### src/rtl/alu_cmd_sequencer_pkg.sv
// Shared types for the ALU command sequencer: opcodes, command-list entry layout, FSM states.
package alu_cmd_sequencer_pkg;

  typedef enum logic [2:0] {
    OP_INC    = 3'b000,
    OP_ADD_FA = 3'b001,
    OP_ADD    = 3'b010,
    OP_ORXOR  = 3'b011,
    OP_REDOR  = 3'b100,
    OP_SHL    = 3'b101,
    OP_SHR    = 3'b110,
    OP_MUL    = 3'b111
  } alu_op_e;

  localparam int unsigned ENTRY_W = 15;

  typedef struct packed {
    alu_op_e    func;
    logic [3:0] data;
    logic [7:0] exp;
  } cmd_entry_t;

  typedef enum logic [2:0] {
    ST_IDLE,
    ST_CLEAR,
    ST_ISSUE,
    ST_EXEC,
    ST_CHECK,
    ST_DONE
  } seq_state_e;

endpackage

### src/rtl/alu_cmd_sequencer_if.sv
// Bus between the command sequencer (master) and the accumulator ALU (slave).
interface alu_cmd_sequencer_if;
  logic [2:0] alu_func;
  logic [3:0] alu_data;
  logic       alu_step;
  logic       alu_clr_n;
  logic [7:0] alu_result;

  modport master (output alu_func, alu_data, alu_step, alu_clr_n, input alu_result);
  modport slave  (input alu_func, alu_data, alu_step, alu_clr_n, output alu_result);
endinterface

### src/rtl/alu_cmd_sequencer_rom.sv
// Fixed self-test command list: {func, data, expected result}; unused addresses read as zero.
module alu_cmd_rom
  import alu_cmd_sequencer_pkg::*;
(
  input  logic [3:0] addr,
  output cmd_entry_t entry
);

  always_comb begin
    entry = '0;
    case (addr)
      4'd0:    entry = '{func: OP_ADD,    data: 4'h3, exp: 8'h03};
      4'd1:    entry = '{func: OP_ADD_FA, data: 4'h5, exp: 8'h08};
      4'd2:    entry = '{func: OP_MUL,    data: 4'h2, exp: 8'h10};
      4'd3:    entry = '{func: OP_ORXOR,  data: 4'hF, exp: 8'hFF};
      4'd4:    entry = '{func: OP_SHL,    data: 4'h1, exp: 8'h1E};
      4'd5:    entry = '{func: OP_SHR,    data: 4'h2, exp: 8'h03};
      4'd6:    entry = '{func: OP_REDOR,  data: 4'h0, exp: 8'h01};
      4'd7:    entry = '{func: OP_INC,    data: 4'hF, exp: 8'h10};
      default: entry = '0;
    endcase
  end

endmodule

### src/rtl/alu_cmd_sequencer.sv
// Replays the command list into the accumulator ALU, samples each result and counts mismatches.
module alu_cmd_sequencer
  import alu_cmd_sequencer_pkg::*;
#(
  parameter int unsigned N_CMDS = 8
) (
  input  logic                        clock,
  input  logic                        reset_n,
  input  logic                        start,
  input  logic                        step_mode,
  input  logic                        step_req,
  input  logic                        abort,
  alu_cmd_sequencer_if.master         alu_bus,
  output logic                        busy,
  output logic                        done,
  output logic                        pass,
  output logic [3:0]                  err_count,
  output logic [3:0]                  pc,
  output logic [7:0]                  last_result
);

  localparam logic [3:0] LAST_PC = 4'(N_CMDS - 1);

  seq_state_e state, state_d;
  logic [3:0] pc_q, pc_d;
  logic [3:0] err_q;
  logic [7:0] last_q;
  cmd_entry_t rom_entry, cur;

  // ROM is addressed by the next pc so the entry can be latched on the edge entering ISSUE;
  // the latched copy keeps func/data stable and supplies exp to CHECK.
  alu_cmd_rom u_rom (
    .addr  (pc_d),
    .entry (rom_entry)
  );

  always_ff @(posedge clock) begin
    if (!reset_n) state <= ST_IDLE;
    else          state <= state_d;
  end

  always_comb begin
    state_d = state;
    pc_d    = pc_q;
    if (abort) begin
      state_d = ST_IDLE;
    end else begin
      case (state)
        ST_IDLE, ST_DONE: if (start) begin
          state_d = ST_CLEAR;
          pc_d    = '0;
        end
        ST_CLEAR: state_d = ST_ISSUE;
        ST_ISSUE: if (!step_mode || step_req) state_d = ST_EXEC;
        ST_EXEC:  state_d = ST_CHECK;
        ST_CHECK: if (pc_q == LAST_PC) begin
          state_d = ST_DONE;
        end else begin
          state_d = ST_ISSUE;
          pc_d    = pc_q + 4'd1;
        end
        default:  state_d = ST_IDLE;
      endcase
    end
  end

  always_ff @(posedge clock) begin
    if (!reset_n) begin
      pc_q   <= '0;
      err_q  <= '0;
      last_q <= '0;
      cur    <= '0;
    end else begin
      pc_q <= pc_d;
      if (state_d == ST_CLEAR) begin
        err_q  <= '0;
        last_q <= '0;
      end
      if (state_d == ST_ISSUE && state != ST_ISSUE) cur <= rom_entry;
      if (state == ST_EXEC) last_q <= alu_bus.alu_result;
      if (state == ST_CHECK && last_q != cur.exp && err_q != 4'hF) err_q <= err_q + 4'd1;
    end
  end

  assign alu_bus.alu_func  = cur.func;
  assign alu_bus.alu_data  = cur.data;
  assign alu_bus.alu_step  = (state == ST_EXEC);
  assign alu_bus.alu_clr_n = (state != ST_CLEAR);

  assign busy        = (state == ST_CLEAR) || (state == ST_ISSUE) ||
                       (state == ST_EXEC)  || (state == ST_CHECK);
  assign done        = (state == ST_DONE);
  assign pass        = done && (err_q == 4'd0);
  assign err_count   = err_q;
  assign pc          = pc_q;
  assign last_result = last_q;

endmodule

### src/flat_wrapper.sv
// flat-port wrapper written by rule: the top's interface ports become plain ports
module alu_cmd_sequencer_flat import alu_cmd_sequencer_pkg::*;
#(
  parameter int unsigned N_CMDS = 8
)
  (clock, reset_n, start, step_mode, step_req, abort, busy, done, pass, err_count, pc, last_result, alu_bus_alu_func, alu_bus_alu_data, alu_bus_alu_step, alu_bus_alu_clr_n, alu_bus_alu_result);
  alu_cmd_sequencer_if alu_bus_i ();
  input  logic clock;
  input  logic reset_n;
  input  logic start;
  input  logic step_mode;
  input  logic step_req;
  input  logic abort;
  output logic busy;
  output logic done;
  output logic pass;
  output logic [3:0] err_count;
  output logic [3:0] pc;
  output logic [7:0] last_result;
  output wire logic [$bits(alu_bus_i.alu_func)-1:0] alu_bus_alu_func;
  output wire logic [$bits(alu_bus_i.alu_data)-1:0] alu_bus_alu_data;
  output wire logic [$bits(alu_bus_i.alu_step)-1:0] alu_bus_alu_step;
  output wire logic [$bits(alu_bus_i.alu_clr_n)-1:0] alu_bus_alu_clr_n;
  input wire logic [$bits(alu_bus_i.alu_result)-1:0] alu_bus_alu_result;
  assign alu_bus_alu_func = alu_bus_i.alu_func;
  assign alu_bus_alu_data = alu_bus_i.alu_data;
  assign alu_bus_alu_step = alu_bus_i.alu_step;
  assign alu_bus_alu_clr_n = alu_bus_i.alu_clr_n;
  assign alu_bus_i.alu_result = alu_bus_alu_result;
  alu_cmd_sequencer #(.N_CMDS(N_CMDS)) u_core (.clock(clock), .reset_n(reset_n), .start(start), .step_mode(step_mode), .step_req(step_req), .abort(abort), .alu_bus(alu_bus_i), .busy(busy), .done(done), .pass(pass), .err_count(err_count), .pc(pc), .last_result(last_result));
endmodule
### config.mk
export PLATFORM = sky130hd
export DESIGN_NAME = alu_cmd_sequencer_flat
export DESIGN_NICKNAME = d
export VERILOG_FILES = /design/src/rtl/alu_cmd_sequencer_pkg.sv /design/src/rtl/alu_cmd_sequencer_if.sv /design/src/rtl/alu_cmd_sequencer_rom.sv /design/src/rtl/alu_cmd_sequencer.sv /design/src/flat_wrapper.sv
export SDC_FILE = /design/constraint.sdc
export NUM_CORES = 1
export LEC_CHECK = 0
export BUFFER_PORTS_ARGS = -buffer_cell sky130_fd_sc_hd__buf_2
export CORE_UTILIZATION = 40
export CTS_CLUSTER_SIZE = 28
export DETAILED_ROUTE_END_ITERATION = 6
export GPL_ROUTABILITY_DRIVEN = 0
export SYNTH_ARGS = -nofsm -noshare
export SYNTH_HDL_FRONTEND = slang
export SYNTH_HIERARCHICAL = 1
export SYNTH_SLANG_ARGS = --single-unit
### constraint.sdc
create_clock -name clock -period 2.4 [get_ports clock]
set_input_delay 0.12 -clock clock [delete_from_list [all_inputs] [get_ports clock]]
set_output_delay 0.12 -clock clock [all_outputs]
set_load 0.005 [all_outputs]
### Word level (Yosys, flattened, before mapping)

Memory sizes are Yosys's and may differ from the RTL's.
Index checks and enable logic that the tools add are counted.

* bits in read-only memories: 120
* register bits: 34
* input port bits: 14
* output and inout bits: 28
* logic and storage cells: 50
* memories: 1

Memory list
* (no name shown): depth 8, width 15, rd ports 1, clocked after Yosys merged registers in 0, write ports 0, line alu_cmd_sequencer_rom.sv:11 `case (addr)`

* equal/unequal tests: 12
* muxes and demuxes: 14
* reductions and logical operators: 14
* $add $sub $neg: 2

Operator list (count)
* $mux W4: 5
* $mux W8: 2
* $mux W15: 1
* $pmux W3 S5: 1
* $mux W3: 4
* $eq A3 B2 Y1 const B: 3
* $add A4 B1 Y4 const B: 2
* $ne A8 B8 Y1: 1
* $pmux W4 S2: 1
* $eq A3 B1 Y1 const B: 2
* $eq A3 B3 Y1 const B: 2
* $eq A4 B3 Y1 const B: 1
* $logic_and A1 B1 Y1: 4
* $logic_not A4 Y1: 1
* $logic_or A1 B1 Y1: 4
* $ne A4 B4 Y1 const B: 1
* $reduce_bool A2 Y1: 2
* $logic_not A3 Y1: 1
* $ne A3 B1 Y1 const B: 1
* $ne A3 B2 Y1 const B: 1
* $reduce_or A2 Y1: 1
* $logic_not A1 Y1: 1

### Logic depth before layout (Yosys ltp)

Gate-level depths: netlist (run 1).

* depth after elaboration: 8
* mapped depth: 11
* gate-level depth less buffers: 10

### Modules after synthesis

Netlist (run 1), hierarchy kept.

By module, submodules not included
* alu_cmd_sequencer: area each 1813.0 um2, sequential area each 680.7 um2, cells each 200, times used 1
* alu_cmd_rom: area each 260.2 um2, sequential area each 0.0 um2, cells each 37, times used 1

### Worst setup path after synthesis (run 1)

Ideal clock, no wire load.

* kind: reg2reg
* start: register u_core.pc_q[0] (netlist: u_core/pc[0])
* end: register u_core/cur[1] (netlist bit)
* setup time: 0.066 ns
* period minus slack after synthesis: 2.194 ns
* stages on the path, launching flop included: 11
* path buffers: 0
* data required time: 2.334 ns
* slack: 0.206 ns
* arrival: 2.129 ns
* cells stage by stage: dfxtp_1 > ha_1 > nand3b_4 > and3_4 > mux2_2 > inv_1 > ha_1 > nor2b_1 > a211oi_1 > nand2_1 > a21boi_2

RTL lines
* from (decl): line alu_cmd_sequencer.sv:25 `logic [3:0] pc_q, pc_d;`
* from (signal assigned): line alu_cmd_sequencer.sv:74 `pc_q <= pc_d;`
* to (signal assigned): line alu_cmd_sequencer.sv:79 `if (state_d == ST_ISSUE && state != ST_ISSUE) cur <= rom_entry;`
* to (decl): line alu_cmd_sequencer.sv:28 `cmd_entry_t rom_entry, cur;`

==> metrics.yaml, run 1 <==
floorplan:
  num_io_pins: 42
  num_rows: 25
  die_h_um: 74.0
  core_um2: 4850
  die-area_um2: 5480
  initial_core_util_pct: 42.8
  die_w_um: 74.0
placement:
  dp_hpwl_um: 2990
  portBuffers: 41
final_layout:
  diodes: 0
  layout_commonest_cell: "nand2_1"
  most-common-layout-cells: "nand2_1, buf_2, dfxtp_1"
  drive_gt1_share_pct: 32.5
  final_nets: 299
  area_growth_pct: 16.2
clock_tree:
  ctsHoldBuffers: 0
  cts_tree: "built"
  cts_sinks: 34
  clk_latency_ns: 0.29
  path_clk_slew_ns: 0.07
  root_buffer: "clkbuf_8"
  cts.path.max_buffers: 2
  cts-htree-levels: 2
  numCtsBuffers: 5
worst_setup_path:
  crit_path_end_kind: "flop"
  crit_path_start_kind: "flop"
  arrival_ns: 2.50
  crit_type: "reg2reg"
  worstPathMaxFanout: 6
  crit_required_ns: 2.63
sta:
  timing.hold.ws_ns: 0.106
  rsz0062_at_grt: "false"
  worst_pin_slew_ns: 0.511
  finClkSkew_ns: 0.00373
  final.setup.tns_ns: 0
  finalCriticalPeriod_ns: 2.27
  setup_viol: 0
  fin_crit_sh_pct: 94.8
  slew_violations: 0
  max_freq_mhz: 440
  slew_headroom_pct: 65.6
  finalHoldViolations: 0
synthesis:
  ys_ff_latch: 34
  yosys.area.top_type: "dfxtp_1"
  synth_edf_count: 0
  postSynthAreaPerCell_um2: 8.75
  yosysWarningCount: 6
  ys.flop_type: "dfxtp_1"
  ys_types: 48
  synth_nets: 260
  synth_area_leaders: "dfxtp_1, nand2_1, a21boi_2"
  yosysTopAreaCellShare_pct: 32.8
  netlist_area_um2: 2070
  synthCells: 237
  async_flop_share_pct: 0
  yosysSeqAreaShare_pct: 32.8
power_and_ir_drop:
  p_per_area_nw_per_um2: 457
  p_leak_uw: 0.00108
  ir_worst_vdd_v: 0.000275
detailed_routing:
  ant_nets: 0
  detailedRoute.firstPassIterationCount: 4
  vias: 1684
  wl_um: 4380
  vias_per_cell: 4.90
  drc_errors: 0
  drt-wirelength-per-cell_um: 12.7
  drt_iter0_drc: 96
grt:
  first_global_vias: 1530
  grt_usage_pct: 17.2
  grt_antenna_before_repair: 0
  grt_first_pass_wirelength_um: 7060
  grt-ovfl-total: 0
  grt_start_max_net_pins: 33
worst_hold_path:
  hp-class: "in2reg"
outcome:
  status: "finished clean"
run:
  max-cap-violations: 0
[worst max-delay path: stages (launching register included)]
cell      delay, ns
dfxtp_2        0.39
ha_4           0.17
nand3b_4       0.10
and3_4         0.23
a22o_2         0.31
inv_1          0.13
ha_1           0.29
nor2b_1        0.17
a211oi_1       0.22
nand2_1        0.09
a21boi_2       0.11
[synth_stat cells (all sizes together), types with 4 or more instances]
cell,count
nand2,47
dfxtp,34
a21boi,17
nor2b,17
buf,16
a21oi,13
nor2,10
ha,9
xor2,9
a22oi,8
nand2b,6
a211oi,4
and2,4
inv,4
nand3,4
[final timing paths]
path | from | to | slack, ns | cells past startpoint
worst max-delay path | u_core/pc[0] | u_core/cur[1] | 0.13 | 10
worst min-delay path | alu_bus_alu_result[1] | u_core/last_result[1] | 0.11 | 3
worst max register to register | u_core/pc[0] | u_core/cur[1] | 0.13 | 10
worst min register to register | u_core/alu_bus.alu_func[0] | u_core/alu_bus.alu_func[0] | 0.46 | 2
[report_power, final]
group          internal (uW)  switching (uW)  total [uW]
logic                   37.0            43.6        80.6
registers                569            4.44         573
clock network            231             218         448
total                    836             266        1100
[routing by layer]
metal | wire [um] | GRT usage (%) | vias to the layer above
li1 | - | - | 869
met1 | 2070 | 21.8 | 773
met2 | 2090 | 28.2 | 37
met3 | 168 | 4.20 | 5
met4 | 49 | 6.41 | 0
met5 | 0 | 0 | -
[per-stage QoR]
step	worst slack [ns]	instances	utilization [%]	total power, uW	area, um^2
after CTS	0.0385	342	49.0	1120	2370
after global placement	0.104	334	47.0	667	2280
after detailed placement	0.0710	334	47.0	666	2280
after global routing	0.00108	344	49.7	1160	2410
after floorplan	0.206	237	-	643	2070
final	0.125	344	49.7	1100	2410
[area by class of cell]
| cell class | instances | area [um^2] |
|---|---|---|
| fill | 488 | 2440 |
| multi-input combinational | 180 | 1250 |
| sequential | 34 | 684 |
| timing repair buffer | 51 | 280 |
| tap | 67 | 83.8 |
| clock buffer | 6 | 82.6 |
| inverter | 4 | 15.0 |
| clock inverter | 2 | 12.5 |
[sequential cells by signal, indices dropped and copies added (netlist names)]
signal                   flops
u_core/state                 3
u_core/err_count             4
u_core/last_result           8
u_core/alu_bus.alu_func      3
u_core/alu_bus.alu_data      4
u_core/pc                    4
u_core/cur                   8
[repair_timing]
action | CTS | global route
setup buffers | 0 | 2
setup endpoints to repair | 0 | 3
gates resized for setup | 0 | 6
[cells by family (layout without fill, tap and decap cells)]
| group | Yosys count | in the layout | synth area share [%] |
|---|---|---|---|
| buf+inv | 23 | 63 | 7.66 |
| flops | 34 | 34 | 32.8 |
| compound gates | 53 | 53 | 20.6 |
| fa+ha+maj | 9 | 9 | 5.43 |
| simple gates | 103 | 103 | 26.9 |
| mux | 3 | 3 | 1.51 |
| xor+xnor | 12 | 12 | 5.07 |
(Power assumes the default switching activity.)
==> run 2, diff against run 1 <==
- CORE_UTILIZATION: 40 -> 57
- CTS_BUF_LIST: not set -> sky130_fd_sc_hd__clkbuf_8
- PLACE_DENSITY: not set -> 0.82
==> metrics.yaml, run 2 (same netlist as run 1, synthesis figures left out) <==
outcome:
  status: "finished clean"  # unchanged
clock_tree:
  path_clk_slew_ns: 0.07  # about the same
  clk_latency_ns: 0.29  # about the same
  cts.path.max_buffers: 2  # unchanged
  cts-htree-levels: 2  # unchanged
  cts_sinks: 34  # unchanged
  ctsHoldBuffers: 0  # unchanged
  numCtsBuffers: 5  # unchanged
  post_cts_buffers: 0  # unchanged
  cts_tree: "built"  # unchanged
  root_buffer: "clkbuf_8"  # unchanged
sta:
  slew_headroom_pct: 68.7  # was 65.6%
  finalCriticalPeriod_ns: 2.28  # was 2.27 ns
  max_freq_mhz: 438  # was 440 MHz
  fin_crit_sh_pct: 95.1  # was 94.8%
  slew_violations: 0  # unchanged
  setup_viol: 0  # unchanged
  rsz0062_at_grt: "false"  # unchanged
  worst_pin_slew_ns: 0.469  # was 0.511 ns
  finalHoldViolations: 0  # unchanged
  final.setup.tns_ns: 0  # unchanged
  finClkSkew_ns: 0.00474  # was 0.00373 ns
  timing.hold.ws_ns: 0.0997  # was 0.106 ns
detailed_routing:
  detailedRoute.firstPassIterationCount: 4  # unchanged
  vias_per_cell: 5.29  # was 4.90
  drt-wirelength-per-cell_um: 13.0  # was 12.7 um
  drc_errors: 0  # unchanged
  drt_iter0_drc: 105  # was 96
  wl_um: 4170  # was 4380 um
  vias: 1697  # was 1684
  ant_nets: 0  # unchanged
grt:
  first_global_vias: 1621  # was 1530
  grt_first_pass_wirelength_um: 7250  # was 7060 um
  grt-ovfl-total: 0  # unchanged
  grt_antenna_before_repair: 0  # unchanged
  grt_usage_pct: 24.0  # was 17.2%
  grt_start_max_net_pins: 33  # unchanged
worst_hold_path:
  hp-start: "alu_bus_alu_result[7]"  # was alu_bus_alu_result[1]
  hold_end: "u_core/last_result[7]"  # was u_core/last_result[1]
  hp-class: "in2reg"  # unchanged
  hold_depth: 3  # unchanged
power_and_ir_drop:
  pwr-share-comb_pct: 6.8  # was 7.3%
  p_per_area_nw_per_um2: 494  # was 457 nW/um^2
  seq_power_share_pct: 49.0  # was 52.0%
  ir_worst_vdd_v: 0.000455  # was 0.000275 V
  p_leak_uw: 0.00108  # about the same
  power.internal_uw: 911  # was 836 uW
  p_clk_share_pct: 44.2  # was 40.7%
  power.switching_uw: 259  # was 266 uW
  sw_frac_of_total_pct: 22.2  # was 24.1%
worst_setup_path:
  r2r-end: "u_core/cur[1]"  # unchanged
  worstPathMaxFanout: 5  # was 6
  crit_path_end_kind: "flop"  # unchanged
  cp-startpoint: "u_core/pc[1]"  # was u_core/pc[0]
  arrival_ns: 2.51  # was 2.50 ns
  r2r_setup_slack_ns: 0.12  # was 0.13 ns
  crit_required_ns: 2.63  # about the same
  crit_type: "reg2reg"  # unchanged
  r2r-start: "u_core/pc[1]"  # was u_core/pc[0]
  crit_path_start_kind: "flop"  # unchanged
  worstPathCellList: "ha_2 -> nand3b_4 -> and3_4 -> a22o_2 -> inv_1 -> ha_1 -> nor2b_1 -> a211oi_1 -> nand2_1 -> a21boi_2"  # was ha_4 -> nand3b_4 -> and3_4 -> a22o_2 -> inv_1 -> ha_1 -> nor2b_1 -> a211oi_1 -> nand2_1 -> a21boi_2
  cpPeakStageDelay_ns: 0.38  # was 0.39 ns
  r2r_cells: 10  # unchanged
  cp_slowest_cell: "dfxtp_1"  # was dfxtp_2
final_layout:
  fillCellCount: 288  # was 488
  area_growth_pct: 14.2  # was 16.2%
  drive_gt1_share_pct: 32.0  # was 32.5%
  most-common-layout-cells: "nand2_1, buf_2, dfxtp_1"  # unchanged
  diodes: 0  # unchanged
  layout_commonest_cell: "nand2_1"  # unchanged
  post-route-util_pct: 69.3  # was 49.7%
  final_nets: 297  # was 299
  postLayoutCellArea_um2: 2370  # was 2410 um^2
floorplan:
  initial_core_util_pct: 60.7  # was 42.8%
  num_rows: 21  # was 25
  die-area_um2: 3880  # was 5480 um^2
  die_h_um: 62.3  # was 74.0 um
  die_w_um: 62.3  # was 74.0 um
  num_io_pins: 42  # unchanged
  core_um2: 3420  # was 4850 um^2
run:
  max-cap-violations: 0  # unchanged
placement:
  portBuffers: 41  # unchanged
  post_dp_cell_area_um2: 2250  # was 2280 um^2
  dp_hpwl_um: 2950  # was 2990 um
[run 2: per-stage QoR]
step / setup WS [ns] / std cells / total power (uW)
after global placement: 0.175 / 313 / 664
after global routing: 0.000687 / 321 / 1230
after detailed placement: 0.108 / 313 / 665
after floorplan: 0.206 / 237 / 643
after CTS: 0.0694 / 321 / 1180
final: 0.118 / 321 / 1170
[run 2: cell type report]
cell class	instances	area (um^2)	area share, %
sequential	34	683	28.8
clock inverter	3	40.0	1.69
clock buffer	5	68.8	2.91
inverter	4	15.0	0.634
tap	46	57.6	2.43
multi-input combinational	180	1240	52.3
timing repair buffer	49	265	11.2
[run 2: how the worst max path moves through the flow]
stage,to,cells after the start
floorplan,u_core/cur[1],10
global route,u_core/cur[1],10
detailed placement,u_core/cur[1],10
global placement,u_core/cur[1],10
finish,u_core/cur[1],10
CTS,u_core/cur[1],10
[run 2: power by group through the flow]
| stage | Combinational (uW) | Clock [uW] | Sequential (uW) |
|---|---|---|---|
| final | 79.4 | 518 | 573 |
| after global placement | 78.4 | 0 | 586 |
| after CTS | 80.0 | 527 | 573 |
| after detailed placement | 79.4 | 0 | 586 |
| after global routing | 89.0 | 562 | 574 |
| after floorplan | 59.0 | 0 | 584 |
[run 2: what timing repair did]
action                     CTS  global route
hold endpoints to repair     0             0
resized for setup            0             4
setup endpoints to repair    0             3
[run 2: worst max-delay path, delay by kind of cell (launching register included)]
family | cells | cell delay, ns
AO/OA/AOI/OAI | 3 | 0.60
buffers and inverters | 1 | 0.11
flip-flops | 1 | 0.38
adder cells (fa/ha/maj) | 2 | 0.52
AND/OR/NAND/NOR | 4 | 0.61
[run 2: metal layers]
metal	track usage [%]	vias to the layer above	part of all wire (%)
met4	8.72	0	1.2
met1	29.6	777	45
met3	7.35	5	5.5
li1	-	869	-
met2	39.4	46	48
met5	0	-	0
==> run 3, diff against run 2 <==
==> constraint.sdc (replaced) <==
create_clock -name clock -period 2.4 [get_ports clock]
set_input_delay 0.12 -clock clock [delete_from_list [all_inputs] [get_ports clock]]
set_output_delay 0.12 -clock clock [all_outputs]
set_load 0.05 [all_outputs]
==> metrics.yaml, run 3 (same netlist as run 1, synthesis figures left out) <==
detailed_routing:
  detailedRoute.firstPassIterationCount: 4  # unchanged
  vias_per_cell: 5.32  # was 5.29
  drt_iter0_drc: 136  # was 105
  ant_nets: 0  # unchanged
  wl_um: 4110  # was 4170 um
  drt-wirelength-per-cell_um: 12.8  # was 13.0 um
  vias: 1714  # was 1697
  drc_errors: 0  # unchanged
final_layout:
  multi_input_area_um2: 1250  # was 1240 um^2
  drive_gt1_share_pct: 33.3  # was 32.0%
  final_nets: 298  # was 297
  most-common-layout-cells: "nand2_1, buf_2, dfxtp_1"  # unchanged
  post-route-util_pct: 70.6  # was 69.3%
  area_growth_pct: 16.4  # was 14.2%
  fillCellCount: 288  # unchanged
  postLayoutCellArea_um2: 2410  # was 2370 um^2
  regArea_um2: 686  # was 683 um^2
  layout_commonest_cell: "nand2_1"  # unchanged
  diodes: 0  # unchanged
sta:
  rsz0062_at_grt: "false"  # unchanged
  fin_crit_sh_pct: 94.1  # was 95.1%
  max_freq_mhz: 443  # was 438 MHz
  worst_pin_slew_ns: 0.502  # was 0.469 ns
  slew_headroom_pct: 66.2  # was 68.7%
  final.setup.tns_ns: 0  # unchanged
  timing.hold.ws_ns: 0.105  # was 0.0997 ns
  slew_violations: 0  # unchanged
  setup_viol: 0  # unchanged
  finalCriticalPeriod_ns: 2.26  # was 2.28 ns
  finClkSkew_ns: 0.00504  # was 0.00474 ns
  finalHoldViolations: 0  # unchanged
clock_tree:
  clk_latency_ns: 0.29  # about the same
  cts_sinks: 34  # unchanged
  root_buffer: "clkbuf_8"  # unchanged
  ctsHoldBuffers: 0  # unchanged
  cts-htree-levels: 2  # unchanged
  numCtsBuffers: 5  # unchanged
  path_clk_slew_ns: 0.07  # about the same
  cts_tree: "built"  # unchanged
  cts.path.max_buffers: 2  # unchanged
worst_setup_path:
  crit_type: "reg2reg"  # unchanged
  worstPathCellList: "ha_4 -> nand3b_4 -> and3_4 -> a22o_2 -> inv_1 -> ha_1 -> nor2b_1 -> a211oi_1 -> nand2_1 -> a21boi_2"  # was ha_2 -> nand3b_4 -> and3_4 -> a22o_2 -> inv_1 -> ha_1 -> nor2b_1 -> a211oi_1 -> nand2_1 -> a21boi_2
  arrival_ns: 2.49  # was 2.51 ns
  cp_slowest_cell: "dfxtp_2"  # was dfxtp_1
  critPathTopFamily: "compound AO/OA/AOI/OAI gates"  # was simple AND/OR/NAND/NOR gates
  worstPathMaxFanout: 5  # unchanged
  crit_required_ns: 2.63  # about the same
  cpPeakStageDelay_ns: 0.39  # was 0.38 ns
  crit_path_start_kind: "flop"  # unchanged
  crit_path_end_kind: "flop"  # unchanged
  path_buf_inv: 1  # unchanged
floorplan:
  num_io_pins: 42  # unchanged
  die-area_um2: 3880  # unchanged
  num_rows: 21  # unchanged
  die_w_um: 62.3  # unchanged
  initial_core_util_pct: 60.7  # unchanged
  core_um2: 3420  # unchanged
  die_h_um: 62.3  # unchanged
placement:
  dp_hpwl_um: 2910  # was 2950 um
  portBuffers: 41  # unchanged
  post_dp_cell_area_um2: 2250  # about the same
power_and_ir_drop:
  ir_worst_vdd_v: 0.000413  # was 0.000455 V
  p_per_area_nw_per_um2: 495  # was 494 nW/um^2
  p_leak_uw: 0.00108  # about the same
grt:
  grt_usage_pct: 22.8  # was 24.0%
  grt-ovfl-total: 0  # unchanged
  grt_start_max_net_pins: 33  # unchanged
  first_global_vias: 1613  # was 1621
  grt_antenna_before_repair: 0  # unchanged
  grt_first_pass_wirelength_um: 6990  # was 7250 um
outcome:
  status: "finished clean"  # unchanged
run:
  max-cap-violations: 0  # unchanged
worst_hold_path:
  hp-class: "in2reg"  # unchanged
==> run 3: cell types whose count changed in the layout (fill, tap and decap cells not counted), moves of 2 or more <==
cell        before  now
clkinvlp_4       0    2
dfxtp_2          2    4
clkinv_2         2    0
dfxtp_1         32   30
==> run 3: through the flow <==
step	setup slack [ns]	total power (uW)	cells
2_1_floorplan	0.00195	658	237
4_1_cts	0.00166	1210	320
3_3_place_gp	0.139	678	312
3_5_place_dp	0.0140	679	312
6_report	0.142	1190	322
5_1_grt	0.00583	1250	322
==> run 3: report_power, final <==
group	leakage [uW]	switching [uW]	internal (uW)
Combinational	0.000756	55.2	36.2
Sequential	0.000276	5.82	569
Clock	0.0000504	219	309
==> run 3: worst reg2reg max path: cells and delay by family (launching register included) <==
kind	cells	cell delay, ns
adders and majority gates	2	0.46
AOI/OAI and AO/OA	3	0.62
and+or+nand+nor	4	0.61
DFF	1	0.39
buffers and inverters	1	0.14
==> run 3: area by class of cell <==
type,instances,share of cell area [%]
Sequential cell,34,28.4
Multi-Input combinational cell,180,52.0
Timing Repair Buffer,50,11.8
Tap cell,46,2.39
Clock inverter,3,1.87
Inverter,4,0.622
Clock buffer,5,2.85
==> run 3: what timing repair did <==
item | in CTS | in global routing
resized for setup | 1 | 6
pin swaps | 0 | 2
setup endpoints to repair | 1 | 12
setup buffers | 0 | 2
==> run 3: path summary, 6_finish.rpt <==
kind / startpoint / to / slack [ns] / depth (start not counted)
max: u_core/pc[0] / u_core/cur[1] / 0.14 / 10
max reg2reg: u_core/pc[0] / u_core/cur[1] / 0.14 / 10
min reg2reg: u_core/alu_bus.alu_data[2] / u_core/alu_bus.alu_data[2] / 0.46 / 2
min: alu_bus_alu_result[7] / u_core/last_result[7] / 0.10 / 3
==> run 3: metal layers <==
layer | track usage, % | vias up | part of all wire, %
met5 | 0 | - | 0
met4 | 13.1 | 0 | 1.1
met3 | 5.70 | 4 | 4.3
met2 | 37.5 | 38 | 50
met1 | 26.8 | 799 | 44
li1 | - | 873 | -
